File: src/rtl/mbc_rtc_chip_if.sv
// Cartridge bus between the CPU side and the mapper.
//   master: drives iadr/data_in/write, observes the decode outputs.
//   slave : the mapper; consumes the CPU bus, drives ROM/RAM addresses,
//           chip selects and the RTC read path (data_out/data_oe).
interface mbc_rtc_chip_if #(
  parameter int ROM_BANK_BITS = 7,
  parameter int RAM_BANK_BITS = 2
);
  logic [15:0]                 iadr;
  logic [7:0]                  data_in;
  logic                        write;
  logic [14+ROM_BANK_BITS-1:0] rom_adr;
  logic [13+RAM_BANK_BITS-1:0] ram_adr;
  logic                        sel_rom;
  logic                        sel_ram;
  logic [7:0]                  data_out;
  logic                        data_oe;

  modport master (
    output iadr, data_in, write,
    input  rom_adr, ram_adr, sel_rom, sel_ram, data_out, data_oe
  );

  modport slave (
    input  iadr, data_in, write,
    output rom_adr, ram_adr, sel_rom, sel_ram, data_out, data_oe
  );
endinterface

File: src/rtl/mbc_rtc_chip.sv
// Cartridge memory bank controller with real-time clock registers.
// Decodes edge-detected CPU writes into enable/bank registers, maps CPU
// addresses to banked ROM/RAM addresses, and runs a seconds/minutes/hours/
// day counter whose snapshot (latched set) is read through the RAM window.
//   clk, reset : system clock, asynchronous active-high reset
//   bus        : slave side of mbc_rtc_chip_if (CPU bus in, ROM/RAM decode
//                and RTC read data out)
module mbc_rtc_chip #(
  parameter int ROM_BANK_BITS = 7,
  parameter int RAM_BANK_BITS = 2,
  parameter int TICKS_PER_SEC = 4194304
) (
  input  logic clk,
  input  logic reset,
  mbc_rtc_chip_if.slave bus
);
  localparam int PW = $clog2(TICKS_PER_SEC);

  typedef enum logic {IDLE, ARMED} seq_t;

  logic                     write_q;
  logic                     ena;
  logic [ROM_BANK_BITS-1:0] rom_bank;
  logic [3:0]               bank_sel;
  logic [PW-1:0]            presc, presc_n;
  seq_t                     seq_state, seq_next;
  logic                     latch_now;

  // live and latched RTC fields
  logic [5:0] sec, min, sec_n, min_n, l_sec, l_min;
  logic [4:0] hr, hr_n, l_hr;
  logic [8:0] day, day_n, l_day;
  logic       halt, carry, halt_n, carry_n, l_halt, l_carry;

  logic wr_evt, tick, c_sec, c_min, c_hr, c_day;
  logic [2:0] wr_reg;

  assign wr_evt = bus.write & ~write_q;
  assign wr_reg = bus.iadr[15:13];

  // Latch sequencer: 0x00 arms from any state; 0x01 while armed copies.
  always_comb begin
    seq_next  = seq_state;
    latch_now = 1'b0;
    if (wr_evt && wr_reg == 3'b011) begin
      if (bus.data_in == 8'h00) begin
        seq_next = ARMED;
      end else if (seq_state == ARMED && bus.data_in == 8'h01) begin
        latch_now = 1'b1;
        seq_next  = IDLE;
      end else begin
        seq_next = IDLE;
      end
    end
  end

  // Tick with same-cycle ripple carry, then a CPU field write overrides.
  always_comb begin
    tick  = !halt && (presc == PW'(TICKS_PER_SEC - 1));
    c_sec = tick  && (sec == 6'd59);
    c_min = c_sec && (min == 6'd59);
    c_hr  = c_min && (hr  == 5'd23);
    c_day = c_hr  && (day == 9'd511);

    sec_n   = tick  ? (c_sec ? 6'd0 : sec + 6'd1) : sec;
    min_n   = c_sec ? (c_min ? 6'd0 : min + 6'd1) : min;
    hr_n    = c_min ? (c_hr  ? 5'd0 : hr  + 5'd1) : hr;
    day_n   = c_hr  ? day + 9'd1 : day;
    carry_n = carry | c_day;
    halt_n  = halt;
    presc_n = halt ? presc : (tick ? '0 : presc + PW'(1));

    if (wr_evt && wr_reg == 3'b101 && ena) begin
      case (bank_sel)
        4'h8: begin
          sec_n   = bus.data_in[5:0];
          presc_n = '0;
        end
        4'h9: min_n = bus.data_in[5:0];
        4'hA: hr_n  = bus.data_in[4:0];
        4'hB: day_n[7:0] = bus.data_in;
        4'hC: begin
          carry_n  = bus.data_in[7];
          halt_n   = bus.data_in[6];
          day_n[8] = bus.data_in[0];
        end
        default: ;
      endcase
    end
  end

  always_ff @(posedge clk or posedge reset) begin
    if (reset) begin
      seq_state <= IDLE;
    end else begin
      seq_state <= seq_next;
    end
  end

  always_ff @(posedge clk or posedge reset) begin
    if (reset) begin
      write_q  <= 1'b0;
      ena      <= 1'b0;
      rom_bank <= '0;
      bank_sel <= '0;
      presc    <= '0;
      sec      <= '0;
      min      <= '0;
      hr       <= '0;
      day      <= '0;
      halt     <= 1'b0;
      carry    <= 1'b0;
      l_sec    <= '0;
      l_min    <= '0;
      l_hr     <= '0;
      l_day    <= '0;
      l_halt   <= 1'b0;
      l_carry  <= 1'b0;
    end else begin
      write_q <= bus.write;
      if (wr_evt && wr_reg == 3'b000) ena      <= (bus.data_in[3:0] == 4'hA);
      if (wr_evt && wr_reg == 3'b001) rom_bank <= bus.data_in[ROM_BANK_BITS-1:0];
      if (wr_evt && wr_reg == 3'b010) bank_sel <= bus.data_in[3:0];
      presc <= presc_n;
      sec   <= sec_n;
      min   <= min_n;
      hr    <= hr_n;
      day   <= day_n;
      halt  <= halt_n;
      carry <= carry_n;
      if (latch_now) begin
        l_sec   <= sec;
        l_min   <= min;
        l_hr    <= hr;
        l_day   <= day;
        l_halt  <= halt;
        l_carry <= carry;
      end
    end
  end

  // Combinational decode
  logic                     ram_win, rtc_idx, ram_idx;
  logic [ROM_BANK_BITS-1:0] rom_hi;

  always_comb begin
    ram_win = (bus.iadr[15:13] == 3'b101);
    rtc_idx = (bank_sel >= 4'h8) && (bank_sel <= 4'hC);
    ram_idx = (int'(bank_sel) < (1 << RAM_BANK_BITS));

    if (!bus.iadr[14])          rom_hi = '0;
    else if (rom_bank == '0)    rom_hi = ROM_BANK_BITS'(1);
    else                        rom_hi = rom_bank;

    bus.rom_adr = {rom_hi, bus.iadr[13:0]};
    bus.ram_adr = {bank_sel[RAM_BANK_BITS-1:0], bus.iadr[12:0]};
    bus.sel_rom = !reset && !bus.iadr[15];
    bus.sel_ram = !reset && ram_win && ena && ram_idx;
    bus.data_oe = !reset && ram_win && rtc_idx && ena && !bus.write;

    bus.data_out = 8'h00;
    if (ram_win) begin
      case (bank_sel)
        4'h8: bus.data_out = {2'b00, l_sec};
        4'h9: bus.data_out = {2'b00, l_min};
        4'hA: bus.data_out = {3'b000, l_hr};
        4'hB: bus.data_out = l_day[7:0];
        4'hC: bus.data_out = {l_carry, l_halt, 5'b00000, l_day[8]};
        default: bus.data_out = 8'h00;
      endcase
    end
  end
endmodule
File: src/flat_wrapper.sv
// flat-port wrapper written by rule: the top's interface ports become plain ports
module mbc_rtc_chip_flat 
#(
  parameter int ROM_BANK_BITS = 7,
  parameter int RAM_BANK_BITS = 2,
  parameter int TICKS_PER_SEC = 4194304
)
  (clk, reset, bus_iadr, bus_data_in, bus_write, bus_rom_adr, bus_ram_adr, bus_sel_rom, bus_sel_ram, bus_data_out, bus_data_oe);
  mbc_rtc_chip_if #(.ROM_BANK_BITS(ROM_BANK_BITS), .RAM_BANK_BITS(RAM_BANK_BITS)) bus_i ();
  input  logic clk;
  input  logic reset;
  input wire logic [$bits(bus_i.iadr)-1:0] bus_iadr;
  input wire logic [$bits(bus_i.data_in)-1:0] bus_data_in;
  input wire logic [$bits(bus_i.write)-1:0] bus_write;
  output wire logic [$bits(bus_i.rom_adr)-1:0] bus_rom_adr;
  output wire logic [$bits(bus_i.ram_adr)-1:0] bus_ram_adr;
  output wire logic [$bits(bus_i.sel_rom)-1:0] bus_sel_rom;
  output wire logic [$bits(bus_i.sel_ram)-1:0] bus_sel_ram;
  output wire logic [$bits(bus_i.data_out)-1:0] bus_data_out;
  output wire logic [$bits(bus_i.data_oe)-1:0] bus_data_oe;
  assign bus_i.iadr = bus_iadr;
  assign bus_i.data_in = bus_data_in;
  assign bus_i.write = bus_write;
  assign bus_rom_adr = bus_i.rom_adr;
  assign bus_ram_adr = bus_i.ram_adr;
  assign bus_sel_rom = bus_i.sel_rom;
  assign bus_sel_ram = bus_i.sel_ram;
  assign bus_data_out = bus_i.data_out;
  assign bus_data_oe = bus_i.data_oe;
  mbc_rtc_chip #(.ROM_BANK_BITS(ROM_BANK_BITS), .RAM_BANK_BITS(RAM_BANK_BITS), .TICKS_PER_SEC(TICKS_PER_SEC)) u_core (.clk(clk), .reset(reset), .bus(bus_i));
endmodule
File: config.mk
export PLATFORM = sky130hd
export DESIGN_NAME = mbc_rtc_chip_flat
export DESIGN_NICKNAME = d
export VERILOG_FILES = /design/src/rtl/mbc_rtc_chip_if.sv /design/src/rtl/mbc_rtc_chip.sv /design/src/flat_wrapper.sv
export SDC_FILE = /design/constraint.sdc
export NUM_CORES = 1
export LEC_CHECK = 0
export BUFFER_PORTS_ARGS = -buffer_cell sky130_fd_sc_hd__buf_2
export CORE_ASPECT_RATIO = 1.4
export CORE_MARGIN = 5
export CORE_UTILIZATION = 50
export CTS_BUF_LIST = sky130_fd_sc_hd__clkbuf_8
export DETAILED_ROUTE_END_ITERATION = 16
export PLACE_DENSITY = 0.73
export SLEW_MARGIN = 15
export SYNTH_ARGS = -nofsm -noshare
export SYNTH_HDL_FRONTEND = slang
export SYNTH_SLANG_ARGS = --single-unit
File: constraint.sdc
create_clock -name clk -period 3.6 [get_ports clk]
set_input_delay 0.18 -clock clk [delete_from_list [all_inputs] [get_ports clk]]
set_output_delay 0.18 -clock clk [all_outputs]
set_load 0.005 [all_outputs]
### After elaboration in Yosys (flattened, before gate mapping)

Cells that the tools add are included.

* register bits after elaboration: 92
* output and inout port bits: 47
* logic and storage cells: 103

* $add $sub $neg: 5
* magnitude comparators: 3
* eq/ne operators: 16
* muxes and demuxes: 30
* bitwise logic cells: 3
* reduce and logical (&&, ||, !) cells: 28

Operator list (number)
* 2-to-1 mux 22 bit: 4
* 2-to-1 mux 6 bit: 8
* one-hot mux 8 bit (5 select lines): 1
* equality test 4 bit, second input constant: 6
* adder 22 x 1 -> 22 bit, second input constant: 1
* equality test 22 bit, second input constant: 1
* logical AND 1 bit: 20
* 2-to-1 mux 5 bit: 4
* 2-to-1 mux 9 bit: 2
* 2-to-1 mux 8 bit: 2
* 2-to-1 mux 7 bit: 2
* adder 6 x 1 -> 6 bit, second input constant: 2
* equality test 6 bit, second input constant: 2
* adder 9 x 1 -> 9 bit, second input constant: 1
* equality test 9 bit, second input constant: 1
* equality test 8 x 1 -> 1 bit, second input constant: 1
* logical NOT 8 bit: 1
* logical NOT 7 bit: 1
* 2-to-1 mux 1 bit: 7
* equality test 3 x 2 -> 1 bit, second input constant: 2
* adder 5 x 1 -> 5 bit, second input constant: 1
* equality test 5 bit, second input constant: 1
* greater-or-equal comparator 4 bit, second input constant: 1
* less-or-equal comparator 4 bit, second input constant: 1
* 9 further kinds: 12

### Depth between registers and ports, before layout

Gate-level depths: netlist of the first run.

* depth after elaboration: 9
* gate-level depth with buffers: 8
* mapped depth without buffers: 7

### Least setup slack after synthesis of the first run

OpenSTA, ideal clock, no wires.

* path kind: reg2reg
* start point: register u_core.presc[0]
* end point: register u_core.day[1]
* library setup time: 137 ps
* arrival time: 2010 ps
* slack: 1453 ps
* cell stages (with the launch flop): 8
* path buffers: 1
* path through: dfrtp_1 -> ha_1 -> nand4b_4 -> or4_1 -> buf_4 -> nor4_4 -> mux2i_1 -> a21oi_1

* longest elaborated chain between the ends: 8

RTL lines
* start, declared: RTL line mbc_rtc_chip.sv:25 `logic [PW-1:0] presc, presc_n;`
* start signal, assigned: RTL line mbc_rtc_chip.sv:124 `presc <= presc_n;`
* equality test 22 bit *: RTL line mbc_rtc_chip.sv:59 `tick = !halt && (presc == PW'(TICKS_PER_SEC - 1));`
* logical AND 1 bit *: RTL line mbc_rtc_chip.sv:59
* logical AND 1 bit *: RTL line mbc_rtc_chip.sv:60 `c_sec = tick && (sec == 6'd59);`
* logical AND 1 bit *: RTL line mbc_rtc_chip.sv:61 `c_min = c_sec && (min == 6'd59);`
* logical AND 1 bit *: RTL line mbc_rtc_chip.sv:62 `c_hr = c_min && (hr == 5'd23);`
* 2-to-1 mux 9 bit *: RTL line mbc_rtc_chip.sv:68 `day_n = c_hr ? day + 9'd1 : day;`
* 2-to-1 mux 8 bit: RTL line mbc_rtc_chip.sv:74 `case (bank_sel)`
* 2-to-1 mux 9 bit *: RTL line mbc_rtc_chip.sv:73 `if (wr_evt && wr_reg == 3'b101 && ena) begin`
* net u_core.day_n[1]: RTL line mbc_rtc_chip.sv:32 `logic [8:0] day, day_n, l_day;`
* end signal, assigned: RTL line mbc_rtc_chip.sv:128 `day <= day_n;`
* end, declared: RTL line mbc_rtc_chip.sv:32

The timed path passes the listed nets; every way through them passes the cells marked *.
A chain may end at the register's enable or synchronous reset.

### Worst setup path in the final report of the first run

* start point: register u_core.bank_sel[1]
* end point: output bus_data_out[1]

* longest elaborated chain between the ends: 3

RTL lines
* start, declared: RTL line mbc_rtc_chip.sv:24 `logic [3:0] bank_sel;`
* start signal, assigned: RTL line mbc_rtc_chip.sv:123 `if (wr_evt && wr_reg == 3'b010) bank_sel <= bus.data_in[3:0];`
* equality test 4 bit: RTL line mbc_rtc_chip.sv:163 `case (bank_sel)`
* one-hot mux 8 bit (5 select lines) *: RTL line mbc_rtc_chip.sv:163
* 2-to-1 mux 8 bit *: RTL line mbc_rtc_chip.sv:162 `if (ram_win) begin`
* end, declared: RTL line flat_wrapper.sv:19 `output wire logic [$bits(bus_i.data_out)-1:0] bus_data_out;`

Every way passes the cells marked *; elsewhere a longest branch is shown, timed or not.

==> flow_metrics.tcl, run 1 <==
set metrics [dict create \
    grt_overflow 0 \
    synth-main-ff-cell "dfrtp_1" \
    required_ns 3.42 \
    synth.cell_area_um2 5140 \
    clk_pin_slew_worst_paths_ns 0.09 \
    power.density_nw_per_um2 400 \
    drtIter0Drc 280 \
    antenna_found_initial 0 \
    critPathSlowestCell "dfrtp_1" \
    synth_fp_nets 540 \
    period_minus_slack_ns 2.52 \
    die_h_um 130 \
    async_reset_ff_share_pct 100 \
    clock.fmax_mhz 397 \
    layout_setup_ws_ns 1.08 \
    ys_seq_area_share_pct 44.8 \
    htreeDepth 3 \
    pin_count 74 \
    tritoncts "built" \
    worstPathArrival_ns 2.34 \
    fp.coreArea_um2 10000 \
    crit_type "flop to primary output" \
    finalMaxSlewViolations 0 \
    die_w_um 95.7 \
    yosys.area.top_type_share_pct 44.8 \
    start_kind "flop" \
    maxCapViolations 0 \
    clock_sinks 92 \
    numCtsBuffers 9 \
    holdWs_ns 0.109 \
    drt_pass1_iterations 5 \
    postCtsSetupRepairBufs 0 \
    grt_pass1_vias 3806 \
    place.gp.congestion 0.879 \
    most-common-layout-cells "92 x dfrtp_1, 55 x nor2_1, 41 x mux2_2, 34 x nand2_1, 34 x buf_2" \
    num_rows 43 \
    power.leakage_nw 2.35 \
    place_ws_ns 1.05 \
    yosys-top-cells-area "dfrtp_1 45%, mux2_2 9.0%, buf_4 4.7%" \
    placement.io_buffers 34 \
    clockBufferDepth 2 \
    drc 0 \
    area_delta_synth_final_pct 5.79 \
    clock_latency_ns 0.37 \
    layout_commonest_cell "dfrtp_1" \
    hold_viol 0 \
    final_nets 540 \
    synthCells 507 \
    fin_skew_ns 0.0142 \
    n_antenna_cell 0 \
    synth_cell_type_count 55 \
    grt_max_degree 37 \
    worst_pin_slew_ns 0.808 \
    ir_drop_uv 341 \
    avgSynthCellArea_um2 10.1 \
    slew_headroom_pct 46.0 \
    wl_per_cell_um 18.5 \
    endpoint_kind "primary output" \
    dieArea_um2 12400 \
    worstPathMaxFanout 15 \
    via_per_inst 5.94 \
    track_usage_pct 20.9 \
    hold_class "primary input to flop" \
    rsz0062_at_grt "no" \
    max_stage_delay_ns 0.59 \
    ys.warnings.count 0 \
    grt_pass1_wl_mm 19.8 \
    drive_gt1_share_pct 22.3 \
    run_status "finished clean" \
    clockRootBuffer "clkbuf_8" \
    fin_crit_sh_pct 70.0 \
    routed_wl_mm 12.0 \
    worstPathCellList "o21ai_0 -> nand2_1 -> or3_1 -> nand2b_1 -> nor2b_1 -> buf_2" \
    synth-edff-count 0 \
    vias 3843 \
    fin_tns_setup_ns 0 \
    drtAntennaViolNets 0 \
    synth_area_leader_cell "dfrtp_1" \
    initial_utilization_pct 51.4 \
    timing.final.setup_violations 0 \
    post-dp-hpwl_mm 8.62 \
    synth-seq-cells 92 \
]
==> what timing repair did <==
action,CTS,global route
hold buffers,2,0
endpoints found under the hold margin,29,0
gates resized for setup,0,0
==> final cells by class <==
class	instances	area [um^2]
Multi-Input combinational cell	354	2480
Fill cell	903	4570
Timing Repair Buffer	41	228
Clock buffer	9	124
Tap cell	135	169
Inverter	9	35.0
Sequential cell	92	2300
Clock inverter	7	98.8
==> worst paths after layout <==
check,slack (ns),cells after the start,end,from
max in group asynchronous,2.35,4,u_core.l_sec[4],reset
max reg2reg,1.09,6,u_core.day[1],u_core.presc[0]
max,1.08,6,bus_data_out[1],u_core.bank_sel[1]
min in group asynchronous,0.41,3,u_core.write_q,reset
min,0.11,2,u_core.halt,bus_data_in[6]
min reg2reg,0.50,2,u_core.seq_state,u_core.seq_state
==> logic make-up after synthesis <==
family | count (synthesis) | share of synthesized area, %
xor gates and xnor gates | 24 | 4.09
muxes | 52 | 12.1
buffers and inverters | 61 | 6.94
and+or+nand+nor | 202 | 22.2
adders and majority gates | 6 | 1.46
AOI/OAI and AO/OA | 70 | 8.45
DFF | 92 | 44.8
==> critical path: cells and delay by family, from the launching register on <==
| kind | cells | cell delay [ns] |
|---|---|---|
| AO/OA/AOI/OAI | 1 | 0.26 |
| buffers and inverters | 1 | 0.13 |
| flip-flops | 1 | 0.59 |
| AND/OR/NAND/NOR | 4 | 0.99 |
==> metal layers <==
| metal | up-vias | global-route usage [%] | part of all wire (%) |
|---|---|---|---|
| met5 | - | 0 | 0 |
| met4 | 0 | 7.12 | 1.5 |
| met3 | 22 | 3.69 | 4.9 |
| met2 | 113 | 37.3 | 53 |
| met1 | 1902 | 25.1 | 40 |
| li1 | 1806 | - | - |
==> state kept, by name, summed over array words and instances, names as in the netlist, 4 cells and up <==
register / count
u_core.bank_sel: 4
u_core.day: 9
u_core.hr: 5
u_core.l_day: 9
u_core.l_hr: 5
u_core.l_min: 6
u_core.l_sec: 6
u_core.min: 6
u_core.presc: 22
u_core.rom_bank: 7
u_core.sec: 6
==> Yosys cell counts (all sizes together) (10+ instances only) <==
cell / n
and2: 10
mux2: 42
dfrtp: 92
clkbuf: 17
a21oi: 27
nand4: 11
xnor2: 18
nor4: 15
nor2: 56
nand3: 17
buf: 35
o21ai: 13
nand2: 34
==> stage by stage <==
step                cell area, um^2  cells  total power, mW  utilization (%)
detailed placement             5200    629             1.41             51.9
global placement               5200    629             1.40             51.9
CTS                            5440    647             2.19             54.4
floorplan                      5140    507             1.35                -
global route                   5440    647             2.27             54.4
finish                         5440    647             2.18             54.4
==> where the power goes <==
group / internal [mW] / leakage (nW) / total, mW / switching (mW)
registers: 1.10 / 1.13 / 1.18 / 0.0855
clock network: 0.394 / 0.110 / 0.781 / 0.387
logic: 0.0964 / 1.11 / 0.213 / 0.116
total: 1.59 / 2.35 / 2.18 / 0.588
Note: power is estimated with default switching activity, not from simulation.
==> run 2: changes to the inputs <==
==> constraint.sdc (replaced) <==
create_clock -name clk -period 2.55 [get_ports clk]
set_input_delay 0.1275 -clock clk [delete_from_list [all_inputs] [get_ports clk]]
set_output_delay 0.1275 -clock clk [all_outputs]
set_load 0.005 [all_outputs]
==> flow_metrics.tcl, run 2 (synthesized netlist as in run 1, its figures left out) <==
set metrics [dict create \
    period_minus_slack_ns 2.35 \
    placement.io_buffers 34 \
    routed_wl_mm 11.9 \
    register_area_um2 2300 \
    largest_register_ffs 22 \
    hold_class "primary input to flop" \
    htreeDepth 3 \
    clockBufferDepth 2 \
    required_ns 2.80 \
    tritoncts "built" \
    via_per_inst 5.89 \
    clock_sinks 92 \
    critPathBufInv 1 \
    final_nets 555 \
    worstPathCellList "ha_1 -> nand4b_4 -> or4_1 -> buf_4 -> nor4_4 -> mux2i_1 -> a21oi_1" \
    drtIter0Drc 254 \
    layout_commonest_cell "dfrtp_1" \
    fin_crit_sh_pct 92.0 \
    run_status "finished clean" \
    fp.coreArea_um2 10000 \
    cts_resized 0 \
    die_w_um 95.7 \
    drtAntennaViolNets 0 \
    grt_max_degree 37 \
    grt_overflow 0 \
    wl_per_cell_um 18.0 \
    path_delay_family "simple AND/OR/NAND/NOR gates" \
    clock.fmax_mhz 426 \
    power.leakage_nw 2.43 \
    start_kind "flop" \
    slew_headroom_pct 58.1 \
    post-dp-hpwl_mm 8.77 \
    total_power_mw 3.07 \
    hold_viol 0 \
    clockRootBuffer "clkbuf_8" \
    numCtsBuffers 9 \
    largest-register "u_core.presc" \
    max_stage_delay_ns 0.50 \
    placed_cells 644 \
    clk_pin_slew_worst_paths_ns 0.09 \
    power.density_nw_per_um2 552 \
    fin_tns_setup_ns 0 \
    multi_input_area_um2 2480 \
    hold_buffers 2 \
    n_antenna_cell 0 \
    fin_skew_ns 0.0123 \
    drt_pass1_iterations 5 \
    worst_pin_slew_ns 0.628 \
    vias 3898 \
    postCtsSetupRepairBufs 0 \
    clock_latency_ns 0.37 \
    drc 0 \
    worstPathMaxFanout 10 \
    stdcell_count 662 \
    most-common-layout-cells "92 x dfrtp_1, 55 x nor2_1, 41 x mux2_2, 34 x nand2_1, 34 x buf_2" \
    ir_drop_uv 501 \
    num_rows 43 \
    endpoint_kind "flop" \
    antenna_found_initial 0 \
    finalMaxSlewViolations 0 \
    initial_utilization_pct 51.4 \
    grt_pass1_vias 3909 \
    area_delta_synth_final_pct 8.25 \
    rsz0062_at_grt "no" \
    worstPathArrival_ns 2.59 \
    place.gp.congestion 0.980 \
    drive_gt1_share_pct 24.5 \
    maxCapViolations 0 \
    track_usage_pct 20.6 \
    dieArea_um2 12400 \
    fill_cells 872 \
    die_h_um 130 \
    critPathSlowestCell "or4_1" \
    crit_type "flop to flop" \
    grt_pass1_wl_mm 19.8 \
    reg_top3 "u_core.presc (22), u_core.day (9), u_core.l_day (9)" \
    pin_count 74 \
    timing.final.setup_violations 0 \
]
run 2: cell types whose count changed in the layout (fill, tap and decap cells not counted):
cell	before	now
clkinv_4	2	3
clkinvlp_4	1	0
buf_12	0	1
buf_4	5	19
run 2: metrics by stage:
stage	cell area, um^2	hold WS, ns	utilization (%)	setup slack (ns)
4_1_cts	5570	0.0505	55.6	0.172
3_5_place_dp	5320	0.251	53.2	0.213
2_1_floorplan	5140	0.159	-	0.0305
5_1_grt	5570	0.0604	55.6	0.0403
3_3_place_gp	5320	0.240	53.2	0.284
6_report	5570	0.0637	55.6	0.204
run 2: worst paths after layout:
kind | from | endpoint | slack (ns) | cells after the start
worst max-delay path | u_core.presc[0] | u_core.day[1] | 0.20 | 7
worst min-delay path | bus_data_in[7] | u_core.day[7] | 0.06 | 3
worst max register to register | u_core.presc[0] | u_core.day[1] | 0.20 | 7
worst min register to register | u_core.seq_state | u_core.seq_state | 0.49 | 2
max in group asynchronous | reset | u_core.day[0] | 1.30 | 4
min in group asynchronous | reset | u_core.seq_state | 0.38 | 3
run 2: per-layer routing:
layer	up-vias	wire length [um]	part of all wire (%)	track usage (%)
li1	1834	-	-	-
met5	-	0	0	0
met1	1916	4730	40	25.3
met4	0	246	2.1	5.86
met2	125	6330	53	37.1
met3	23	615	5.2	3.34
run 2: final cells by class:
cell class / count / area share, %
clock buffer: 9 / 2.23
multi-input combinational: 354 / 44.6
timing repair buffer: 56 / 6.34
tap: 135 / 3.04
inverter: 9 / 0.629
sequential: 92 / 41.4
clock inverter: 7 / 1.80
run 2: worst register-to-register path, stage by stage (launching register included):
cell and delay (ns):
dfrtp_1 0.39, ha_1 0.22, nand4b_4 0.16, or4_1 0.50, buf_4 0.21, nor4_4 0.43
mux2i_1 0.23, a21oi_1 0.08
run 2: where the power goes:
part	switching [mW]	total (mW)	leakage (nW)	internal [mW]
Sequential	0.119	1.67	1.13	1.55
Clock	0.546	1.10	0.114	0.559
Combinational	0.162	0.302	1.18	0.140
==> run 3: changes to the inputs <==
==> constraint.sdc (replaced) <==
create_clock -name clk -period 2.8 [get_ports clk]
set_input_delay 0.14 -clock clk [delete_from_list [all_inputs] [get_ports clk]]
set_output_delay 0.14 -clock clk [all_outputs]
set_load 0.005 [all_outputs]
==> flow_metrics.tcl, run 3 (synthesized netlist as in run 1, its figures left out) <==
set metrics [dict create \
    fp.coreArea_um2 10000 \
    vias 3895 \
    power.density_nw_per_um2 513 \
    total_power_mw 2.83 \
    fin_area_um2 5510 \
    rsz0062_at_grt "no" \
    drt_pass1_iterations 6 \
    reg2reg_depth 6 \
    failed_checks "hold timing" \
    place.gp.congestion 0.888 \
    dpl_cell_area_um2 5260 \
    clock_sinks 92 \
    n_antenna_cell 0 \
    drtAntennaViolNets 0 \
    pin_count 74 \
    most-common-layout-cells "92 x dfrtp_1, 55 x nor2_1, 41 x mux2_2, 34 x nand2_1, 34 x buf_2" \
    rrSetupSlack_ns 0.31 \
    endpoint_kind "primary output" \
    finalMaxSlewViolations 0 \
    tritoncts "built" \
    die_h_um 130 \
    critPathCapture "bus_data_out[5]" \
    crit_start "u_core.bank_sel[1]" \
    grt_pass1_vias 3908 \
    layout_setup_ws_ns 0.232 \
    run_status "complete, but fails checks" \
    hold_class "primary input to async pin" \
    placement.io_buffers 34 \
    largest_register_ffs 22 \
    power.leakage_nw 2.39 \
    timing.final.setup_violations 0 \
    clock.fmax_mhz 389 \
    start_kind "flop" \
    area_delta_synth_final_pct 7.11 \
    drc 0 \
    cts_resized 0 \
    required_ns 2.66 \
    worstPathArrival_ns 2.43 \
    slew_headroom_pct 48.2 \
    numCtsBuffers 9 \
    via_per_inst 5.98 \
    grt_overflow 0 \
    period_minus_slack_ns 2.57 \
    grt_max_degree 62 \
    die_w_um 95.7 \
    largest-register "u_core.presc" \
    maxCapViolations 0 \
    grt_pass1_wl_mm 19.5 \
    worstPathMaxFanout 15 \
    holdWs_ns -0.0683 \
    place_ws_ns 0.308 \
    r2r-start "u_core.presc[0]" \
    dieArea_um2 12400 \
    worst_pin_slew_ns 0.777 \
    routed_wl_mm 12.1 \
    clock_latency_ns 0.37 \
    fin_crit_sh_pct 91.7 \
    final_nets 544 \
    num_rows 43 \
    hold_viol 60 \
    drtIter0Drc 287 \
    crit_type "flop to primary output" \
    track_usage_pct 20.5 \
    reg_top3 "u_core.presc (22), u_core.day (9), u_core.l_day (9)" \
    initial_utilization_pct 51.4 \
    clk_pin_slew_worst_paths_ns 0.09 \
    drive_gt1_share_pct 22.9 \
    htreeDepth 3 \
    ir_drop_uv 387 \
    layout_commonest_cell "dfrtp_1" \
    fin_skew_ns 0.00971 \
    post-dp-hpwl_mm 8.59 \
    wl_per_cell_um 18.5 \
    clockRootBuffer "clkbuf_8" \
    clockBufferDepth 2 \
    antenna_found_initial 0 \
    fin_tns_setup_ns 0 \
    r2r-end "u_core.day[8]" \
]
## run 3: cell types whose count changed in the layout (fill, tap and decap cells not counted), moves of 2 or more
cell      before  now
clkinv_2       2    0
clkbuf_8       9   12
clkinv_4       3    0
buf_4         19    8
## run 3: cell type report
cell class / instances / area, um^2
clock buffer: 12 / 165
clock inverter: 4 / 71.3
timing repair buffer: 45 / 280
multi-input combinational: 354 / 2480
tap: 135 / 169
sequential: 92 / 2300
fill: 901 / 4500
inverter: 9 / 36.3
## run 3: timing repair
action / in CTS / in global routing
endpoints found under the hold margin: 1 / 0
buffers inserted: 0 / 0
hold buffers: 1 / 0
## run 3: worst min path at each step
stage	cells past startpoint	endpoint	slack, ns	from
floorplan	0	u_core.write_q	0.17	bus_write
global placement	0	bus_ram_adr[12]	0.28	bus_iadr[12]
detailed placement	0	bus_ram_adr[12]	0.28	bus_iadr[12]
CTS	3	u_core.day[7]	0.05	bus_data_in[7]
global route	2	u_core.bank_sel[0]	0.02	reset
finish	2	u_core.write_q	-0.07	reset
## run 3: layer usage
| metal | global-route usage, % | wire (um) | up-vias |
|---|---|---|---|
| met2 | 35.5 | 6190 | 104 |
| met3 | 3.86 | 581 | 33 |
| met1 | 24.4 | 4910 | 1953 |
| met5 | 0 | 0 | - |
| li1 | - | - | 1805 |
| met4 | 9.30 | 366 | 0 |
## run 3: where the power goes
part	internal, mW	switching (mW)
clock	0.573	0.472
sequential	1.41	0.129
combinational	0.120	0.124
total	2.10	0.724
## run 3: worst max-delay path, stage by stage, from the launching register on
cell	delay (ns)
dfrtp_1	0.62
o21ai_0	0.27
nand2_1	0.09
or3_1	0.41
nand2b_1	0.32
nor2_1	0.21
buf_2	0.14
## run 3: per-stage QoR
stage / util, % / cells / hold slack, ns
floorplan: - / 507 / 0.171
finish: 55.0 / 651 / -0.0683
global route: 55.0 / 651 / 0.0157
detailed placement: 52.6 / 634 / 0.280
global placement: 52.6 / 634 / 0.280
CTS: 55.0 / 651 / 0.0542
